## config.mk

```make
export PLATFORM = sky130hd
export DESIGN_NAME = flit_compressor_pipe
export DESIGN_NICKNAME = d
export VERILOG_FILES = /design/src/rtl/flitzip_pkg.sv /design/src/rtl/chunk_minmax.sv /design/src/rtl/flit_compressor_pipe.sv
export SDC_FILE = /design/constraint.sdc
export NUM_CORES = 2
export LEC_CHECK = 0
export CELL_PAD_IN_SITES_DETAIL_PLACEMENT = 0
export CELL_PAD_IN_SITES_GLOBAL_PLACEMENT = 1
export CORE_UTILIZATION = 49
export DETAILED_ROUTE_END_ITERATION = 16
export DONT_BUFFER_PORTS = 1
export GPL_TIMING_DRIVEN = 0
export PLACE_DENSITY_LB_ADDON = 0.1
export SLEW_MARGIN = 20
export SYNTH_ARGS = -nofsm -noshare
export SYNTH_HDL_FRONTEND = slang
export SYNTH_SLANG_ARGS = --single-unit
export TNS_END_PERCENT = 10
```

## constraint.sdc

```tcl
create_clock -name clk -period 7.3 [get_ports clk]
set_input_delay 0.73 -clock clk [delete_from_list [all_inputs] [get_ports clk]]
set_output_delay 0.73 -clock clk [all_outputs]
set_load 0.01 [all_outputs]
```

## src/rtl/flitzip_pkg.sv

```systemverilog
// Shared sizing helpers and stage control type for the FlitZip base-delta compressor.
package flitzip_pkg;

   function automatic int num_chunks(input int flit_width, input int chunk_size);
      return flit_width / chunk_size;
   endfunction

   function automatic int len_w(input int flit_width);
      return $clog2(flit_width + 1);
   endfunction

   // Encoding value reserved for raw pass-through flits.
   function automatic int en_raw(input int en_bits);
      return (1 << en_bits) - 1;
   endfunction

   typedef struct packed {
      logic vld;
      logic raw;
   } stage_ctl_t;

endpackage

```

## src/rtl/chunk_minmax.sv

```systemverilog
// Combinational max/min reduction tree over N unsigned chunks.
module chunk_minmax #(
   parameter int N          = 16,
   parameter int CHUNK_SIZE = 8
) (
   input  logic [N*CHUNK_SIZE-1:0] data,
   output logic [CHUNK_SIZE-1:0]   max_val,
   output logic [CHUNK_SIZE-1:0]   min_val
);

   localparam int LV = $clog2(N);
   localparam int P  = 1 << LV;

   // Leaves beyond N are padded with chunk 0, which is neutral for both max and min.
   for (genvar l = 0; l <= LV; l++) begin : lvl
      localparam int W = P >> l;
      logic [CHUNK_SIZE-1:0] mx [W];
      logic [CHUNK_SIZE-1:0] mn [W];
      for (genvar i = 0; i < W; i++) begin : node
         if (l == 0) begin : leaf
            localparam int SRC = (i < N) ? i : 0;
            assign mx[i] = data[SRC*CHUNK_SIZE +: CHUNK_SIZE];
            assign mn[i] = data[SRC*CHUNK_SIZE +: CHUNK_SIZE];
         end else begin : cmp
            assign mx[i] = (lvl[l-1].mx[2*i] > lvl[l-1].mx[2*i+1]) ? lvl[l-1].mx[2*i] : lvl[l-1].mx[2*i+1];
            assign mn[i] = (lvl[l-1].mn[2*i] < lvl[l-1].mn[2*i+1]) ? lvl[l-1].mn[2*i] : lvl[l-1].mn[2*i+1];
         end
      end
   end

   assign max_val = lvl[LV].mx[0];
   assign min_val = lvl[LV].mn[0];

endmodule

```

## src/rtl/flit_compressor_pipe.sv

```systemverilog
// Three-stage base-delta flit compressor with raw fallback, global stall and delivery counters.
module flit_compressor_pipe
   import flitzip_pkg::*;
#(
   parameter int FLIT_WIDTH = 128,
   parameter int CHUNK_SIZE = 8,
   parameter int EN_BITS    = 3,
   parameter int CNT_WIDTH  = 16
) (
   input  logic                               clk,
   input  logic                               rst_n,
   input  logic                               in_valid,
   output logic                               in_ready,
   input  logic [FLIT_WIDTH-1:0]              in_data,
   input  logic                               cfg_force_raw,
   output logic                               out_valid,
   input  logic                               out_ready,
   output logic [FLIT_WIDTH-1:0]              out_data,
   output logic [EN_BITS-1:0]                 out_en,
   output logic [CHUNK_SIZE-1:0]              out_base,
   output logic [$clog2(FLIT_WIDTH+1)-1:0]    out_len,
   input  logic                               stat_clr,
   output logic [CNT_WIDTH-1:0]               cnt_comp,
   output logic [CNT_WIDTH-1:0]               cnt_raw
);

   localparam int N     = num_chunks(FLIT_WIDTH, CHUNK_SIZE);
   localparam int LEN_W = len_w(FLIT_WIDTH);
   localparam int M_W   = EN_BITS + 1;
   localparam logic [EN_BITS-1:0] EN_RAW = EN_BITS'(en_raw(EN_BITS));

   // Handshake: a transfer happens on a rising edge where valid && ready; valid never
   // depends on ready, and once out_valid is high all out_* hold until out_ready.
   logic adv;
   assign adv      = !out_valid || out_ready;
   assign in_ready = adv;

   // ---------------- S1: flit, force bit, min/max
   logic [CHUNK_SIZE-1:0] in_max, in_min;
   chunk_minmax #(.N(N), .CHUNK_SIZE(CHUNK_SIZE)) u_minmax (
      .data    (in_data),
      .max_val (in_max),
      .min_val (in_min)
   );

   stage_ctl_t            s1_ctl;
   logic [FLIT_WIDTH-1:0] s1_data;
   logic [CHUNK_SIZE-1:0] s1_max, s1_min;

   always_ff @(posedge clk or negedge rst_n) begin
      if (!rst_n) begin
         s1_ctl  <= '0;
         s1_data <= '0;
         s1_max  <= '0;
         s1_min  <= '0;
      end else if (adv) begin
         s1_ctl  <= '{vld: in_valid, raw: cfg_force_raw};
         s1_data <= in_data;
         s1_max  <= in_max;
         s1_min  <= in_min;
      end
   end

   // ---------------- S2: base, delta magnitude, deltas
   logic [CHUNK_SIZE:0]              sum;
   logic [CHUNK_SIZE-1:0]            s1_base, span;
   logic [M_W-1:0]                   s1_m;
   logic [N-1:0][CHUNK_SIZE-1:0]     s1_delta;
   logic                             s1_raw;

   always_comb begin
      sum     = {1'b0, s1_max} + {1'b0, s1_min};
      s1_base = sum[CHUNK_SIZE:1];
      span    = s1_max - s1_base;
      s1_m    = '0;
      for (int b = 0; b < CHUNK_SIZE; b++)
         if (span[b]) s1_m = M_W'(b + 1);
      for (int i = 0; i < N; i++)
         s1_delta[i] = s1_data[i*CHUNK_SIZE +: CHUNK_SIZE] - s1_base;
      s1_raw = s1_ctl.raw || (s1_m >= M_W'(CHUNK_SIZE - 1));
   end

   stage_ctl_t                   s2_ctl;
   logic [FLIT_WIDTH-1:0]        s2_data;
   logic [CHUNK_SIZE-1:0]        s2_base;
   logic [M_W-1:0]               s2_m;
   logic [N-1:0][CHUNK_SIZE-1:0] s2_delta;

   always_ff @(posedge clk or negedge rst_n) begin
      if (!rst_n) begin
         s2_ctl   <= '0;
         s2_data  <= '0;
         s2_base  <= '0;
         s2_m     <= '0;
         s2_delta <= '0;
      end else if (adv) begin
         s2_ctl   <= '{vld: s1_ctl.vld, raw: s1_raw};
         s2_data  <= s1_data;
         s2_base  <= s1_base;
         s2_m     <= s1_m;
         s2_delta <= s1_delta;
      end
   end

   // ---------------- S3: pack deltas at width w = m+1 above the base
   logic [FLIT_WIDTH-1:0] pack_data;
   logic [LEN_W-1:0]      comp_len;

   always_comb begin
      pack_data                   = '0;
      pack_data[CHUNK_SIZE-1:0]   = s2_base;
      for (int wc = 1; wc < CHUNK_SIZE; wc++)
         if (int'(s2_m) + 1 == wc)
            for (int i = 0; i < N; i++)
               for (int b = 0; b < wc; b++)
                  if (CHUNK_SIZE + i*wc + b < FLIT_WIDTH)
                     pack_data[CHUNK_SIZE + i*wc + b] = s2_delta[i][b];
      comp_len = LEN_W'(CHUNK_SIZE + N * (int'(s2_m) + 1));
   end

   logic out_raw;

   always_ff @(posedge clk or negedge rst_n) begin
      if (!rst_n) begin
         out_valid <= 1'b0;
         out_raw   <= 1'b0;
         out_data  <= '0;
         out_en    <= '0;
         out_base  <= '0;
         out_len   <= '0;
      end else if (adv) begin
         out_valid <= s2_ctl.vld;
         out_raw   <= s2_ctl.raw;
         out_data  <= s2_ctl.raw ? s2_data : pack_data;
         out_en    <= s2_ctl.raw ? EN_RAW : s2_m[EN_BITS-1:0];
         out_base  <= s2_ctl.raw ? '0 : s2_base;
         out_len   <= s2_ctl.raw ? LEN_W'(FLIT_WIDTH) : comp_len;
      end
   end

   // ---------------- delivery statistics; clear wins over a same-cycle increment
   logic out_hs;
   assign out_hs = out_valid && out_ready;

   always_ff @(posedge clk or negedge rst_n) begin
      if (!rst_n) begin
         cnt_comp <= '0;
         cnt_raw  <= '0;
      end else if (stat_clr) begin
         cnt_comp <= '0;
         cnt_raw  <= '0;
      end else if (out_hs) begin
         if (out_raw) begin
            if (cnt_raw != '1) cnt_raw <= cnt_raw + CNT_WIDTH'(1);
         end else begin
            if (cnt_comp != '1) cnt_comp <= cnt_comp + CNT_WIDTH'(1);
         end
      end
   end

endmodule

```

==> summary.txt <==
Run status
  • Run status: finished, violations left
  • Violated checks: hold timing, slew limit

Synth
  • Share of Yosys cell area claimed by the top area cell type: 0.4001
  • Top-count cell post-synth: nand2_1
  • Mapped Cells: 4271
  • Cell taking the most area after synthesis: dfrtp_1
  • Prevailing post-synth register cell: dfrtp_1
  • Asr flop ratio synth: 1.000
  • Syn_area_per_cell: 8.463 sq um
  • Synth top cells by count: 938 x nand2_1, 578 x dfrtp_1, 350 x a21oi_1
  • YS warnings: 0
  • FF+latch count, synth: 578
  • EDFF count, synth: 0
  • Cell Area, Synth: about 36000 sq um
  • Synth area leaders: dfrtp_1 40%, nand2_1 9.7%, ha_1 9.6%
  • Count of cell types in the netlist: 76
  • Sequential fraction of the synthesis area: 0.4001

Global route
  • Initial antenna violation count: 3
  • Total gr overflow: 0
  • Number of global-route vias before repair: 30320
  • GRT Util Overall: 0.3593
  • Largest net degree at the start of global routing: 579
  • First-pass GRT wire length: 198400 um

Critical path
  • Crit. End Element: flip-flop
  • Crit path max-delay cell type: or4_1
  • CP Data Arrival Time: roughly 7400 ps
  • CP dominant cell by count: ha_1
  • Slowest stage delay, CP: 410 ps
  • Setup crit start kind: primary input
  • Required @ worst endpoint: 7820 ps
  • Setup Crit Path Kind: in -> reg
  • Worst Path Max Fanout: 10

Flow run
  • Max-cap viol count: 0

Detailed routing
  • Wire length per cell: about 25 um
  • DRT Wirelength: around 140000 um
  • DRT iter0 DRCs: 3151
  • Via count: 32500
  • First-pass DRT Iterations: 8
  • Post-route ant nets: 0
  • Number of remaining DRC errors: 0
  • Via/cell ratio: between 6 and 7

Clock tree
  • Clock buffer depth: 3
  • CTS tree: done
  • Clock sink count: 578
  • Clock Latency Late Sink: 630 ps
  • Reg clk slew, reported paths: around 50 ps
  • Cts bufs inserted: 68
  • H-Tree Depth: 3
  • Root buffer cell: clkbuf_16

Final layout
  • Fill count: 6936
  • Design Area, Final: 40410 sq um
  • Final net count: 4815
  • Share of layout cells above drive strength 1: 0.06232
  • Final core utilization: 0.5539
  • Area Growth Syn to Fin: 11.80%

Power and ir drop
  • Max VDD drop: 0.4522 mV
  • Power Density: 598.9 nW/um^2
  • LEAKAGE: 18.98 nW
  • Final Total Pwr: 0.02420 W

Timing
  • Final Setup Violations: 0
  • TNS Setup: 0 ps
  • Final count of pins violating max slew: ~280
  • Crit path time final: 6886 ps
  • Fin worst setup slack: 413.7 ps
  • RSZ-0062 raised after global routing: true
  • Achievable Freq: 145.2 MHz
  • Worst Skew: between 20 and 25 ps
  • Hold Vio Cnt, Final: 232
  • Relative slew slack: -0.6567
  • Hold_ws: -180.0 ps
  • Worst-Margin Slew: 2485 ps
  • Period utilization: 0.9433

Place
  • Place WS: -1168 ps
  • GPL Wtd Cong: 1.039
  • DP Wirelength: approximately 110000 um
  • PortBufs: 0
  • DP Area: 37680 sq um

Floorplan
  • Core area: 72960 sq um
  • Horiz. Die Dim: approximately 270 um
  • Chip height: 273.6 um
  • I/O Pins: 315
  • Die area: between 70000 and 80000 sq um
  • Rows: between 90 and 100
  • Initial core utilization: 0.4954

Min path
  • Hold Crit Class: in -> async
[through the flow]
stage | hold WS [ps] | std cells
3_3_place_gp | 441.9 | 5232
3_5_place_dp | 450.7 | 5245
5_1_grt | -198.7 | 5389
4_1_cts | -186.5 | 5366
2_1_floorplan | 430.0 | 4273
6_report | -180.0 | 5391
[per-layer routing]
layer / track usage / vias to the layer above / part of all wire
met1: 0.5082 / 15610 / 0.43
met4: 0.1085 / 4 / 0.034
met3: 0.09561 / 279 / 0.11
li1: - / 15080 / -
met5: 0 / - / 0.00018
met2: 0.5345 / 1524 / 0.43
[final cells by class]
| class | instances | area (sq um) | share of cell area |
|---|---|---|---|
| multi-input cells | 3238 | 20400 | 0.5048 |
| flip-flops and latches | 578 | 14460 | 0.3579 |
| clock buffers | 83 | 1808 | 0.04474 |
| well taps | 959 | 1200 | 0.02969 |
| plain buffers | 247 | 964.7 | 0.02387 |
| inverters | 205 | 789.5 | 0.01954 |
| repair buffers | 47 | 429.2 | 0.01062 |
| clock inverters | 31 | 349.1 | 0.008638 |
| diodes | 3 | 7.507 | 0.0001858 |
[state kept, by name (all words and copies together), names as in the netlist]
register   cells
s2_base        8
s2_ctl         2
out_base       8
s2_m           4
s1_max         8
out_raw        1
cnt_raw       16
s1_min         8
out_en         3
out_data     128
s2_delta     112
s2_data      128
cnt_comp      16
s1_data      128
out_len        5
s1_ctl         2
out_valid      1
[cells in the final DEF (no fill, tap or decap), types with 91 or more instances in the layout]
cell type,Yosys,layout
a21o_1,92,91
a21oi_1,350,345
clkbuf_1,230,226
dfrtp_1,578,578
ha_1,278,276
inv_1,204,199
mux2i_1,125,106
nand2_1,938,934
nor2_1,308,304
o21ai_0,338,329
[worst paths after layout]
check	start	depth (start not counted)	to	slack [ps]
max	in_data[9]	37	s1_max[6]	410
min	rst_n	0	out_data[24]	-180
max reg2reg	s1_max[1]	17	s2_ctl[0]	2320
min reg2reg	s2_data[89]	2	s2_data[89]	460
max in group asynchronous	rst_n	0	s2_delta[68]	5530
min in group clk	cfg_force_raw	2	s1_ctl[0]	220
[kinds of logic (layout without fill, tap and decap cells)]
kind of cell,count (synthesis),after routing,share of synthesized area
buffers and inverters,457,613,0.04787
AO/OA/AOI/OAI,1141,1141,0.1963
AND/OR/NAND/NOR,1502,1502,0.1714
adder cells (fa/ha/maj),298,298,0.1067
other,1,6,0.0001037
XOR/XNOR,144,144,0.03489
multiplexers,150,150,0.04251
flip-flops,578,578,0.4001
[report_power, final]
group	total (W)	switching (W)	internal [W]
sequential	0.00625	0.00169	0.00457
clock	0.00334	0.00141	0.00192
combinational	0.0146	0.00855	0.00606
total	0.0242	0.0117	0.0126
[worst max-delay path: cells and delay by family]
kind | cells | cell delay [ps]
adders and majority gates | 4 | 1230
and+or+nand+nor | 8 | 1400
AOI/OAI and AO/OA | 17 | 2680
buffers and inverters | 6 | 690
muxes | 2 | 640
[repair_timing]
item | 4_1_cts | 5_1_grt
setup buffers | 10 | 24
endpoints found under the hold margin | 578 | 547
pin swaps | 6 | 17
endpoints found under the setup margin | 16 | 16
gates resized for setup | 12 | 74
Power figures use the tool's default switching activity.
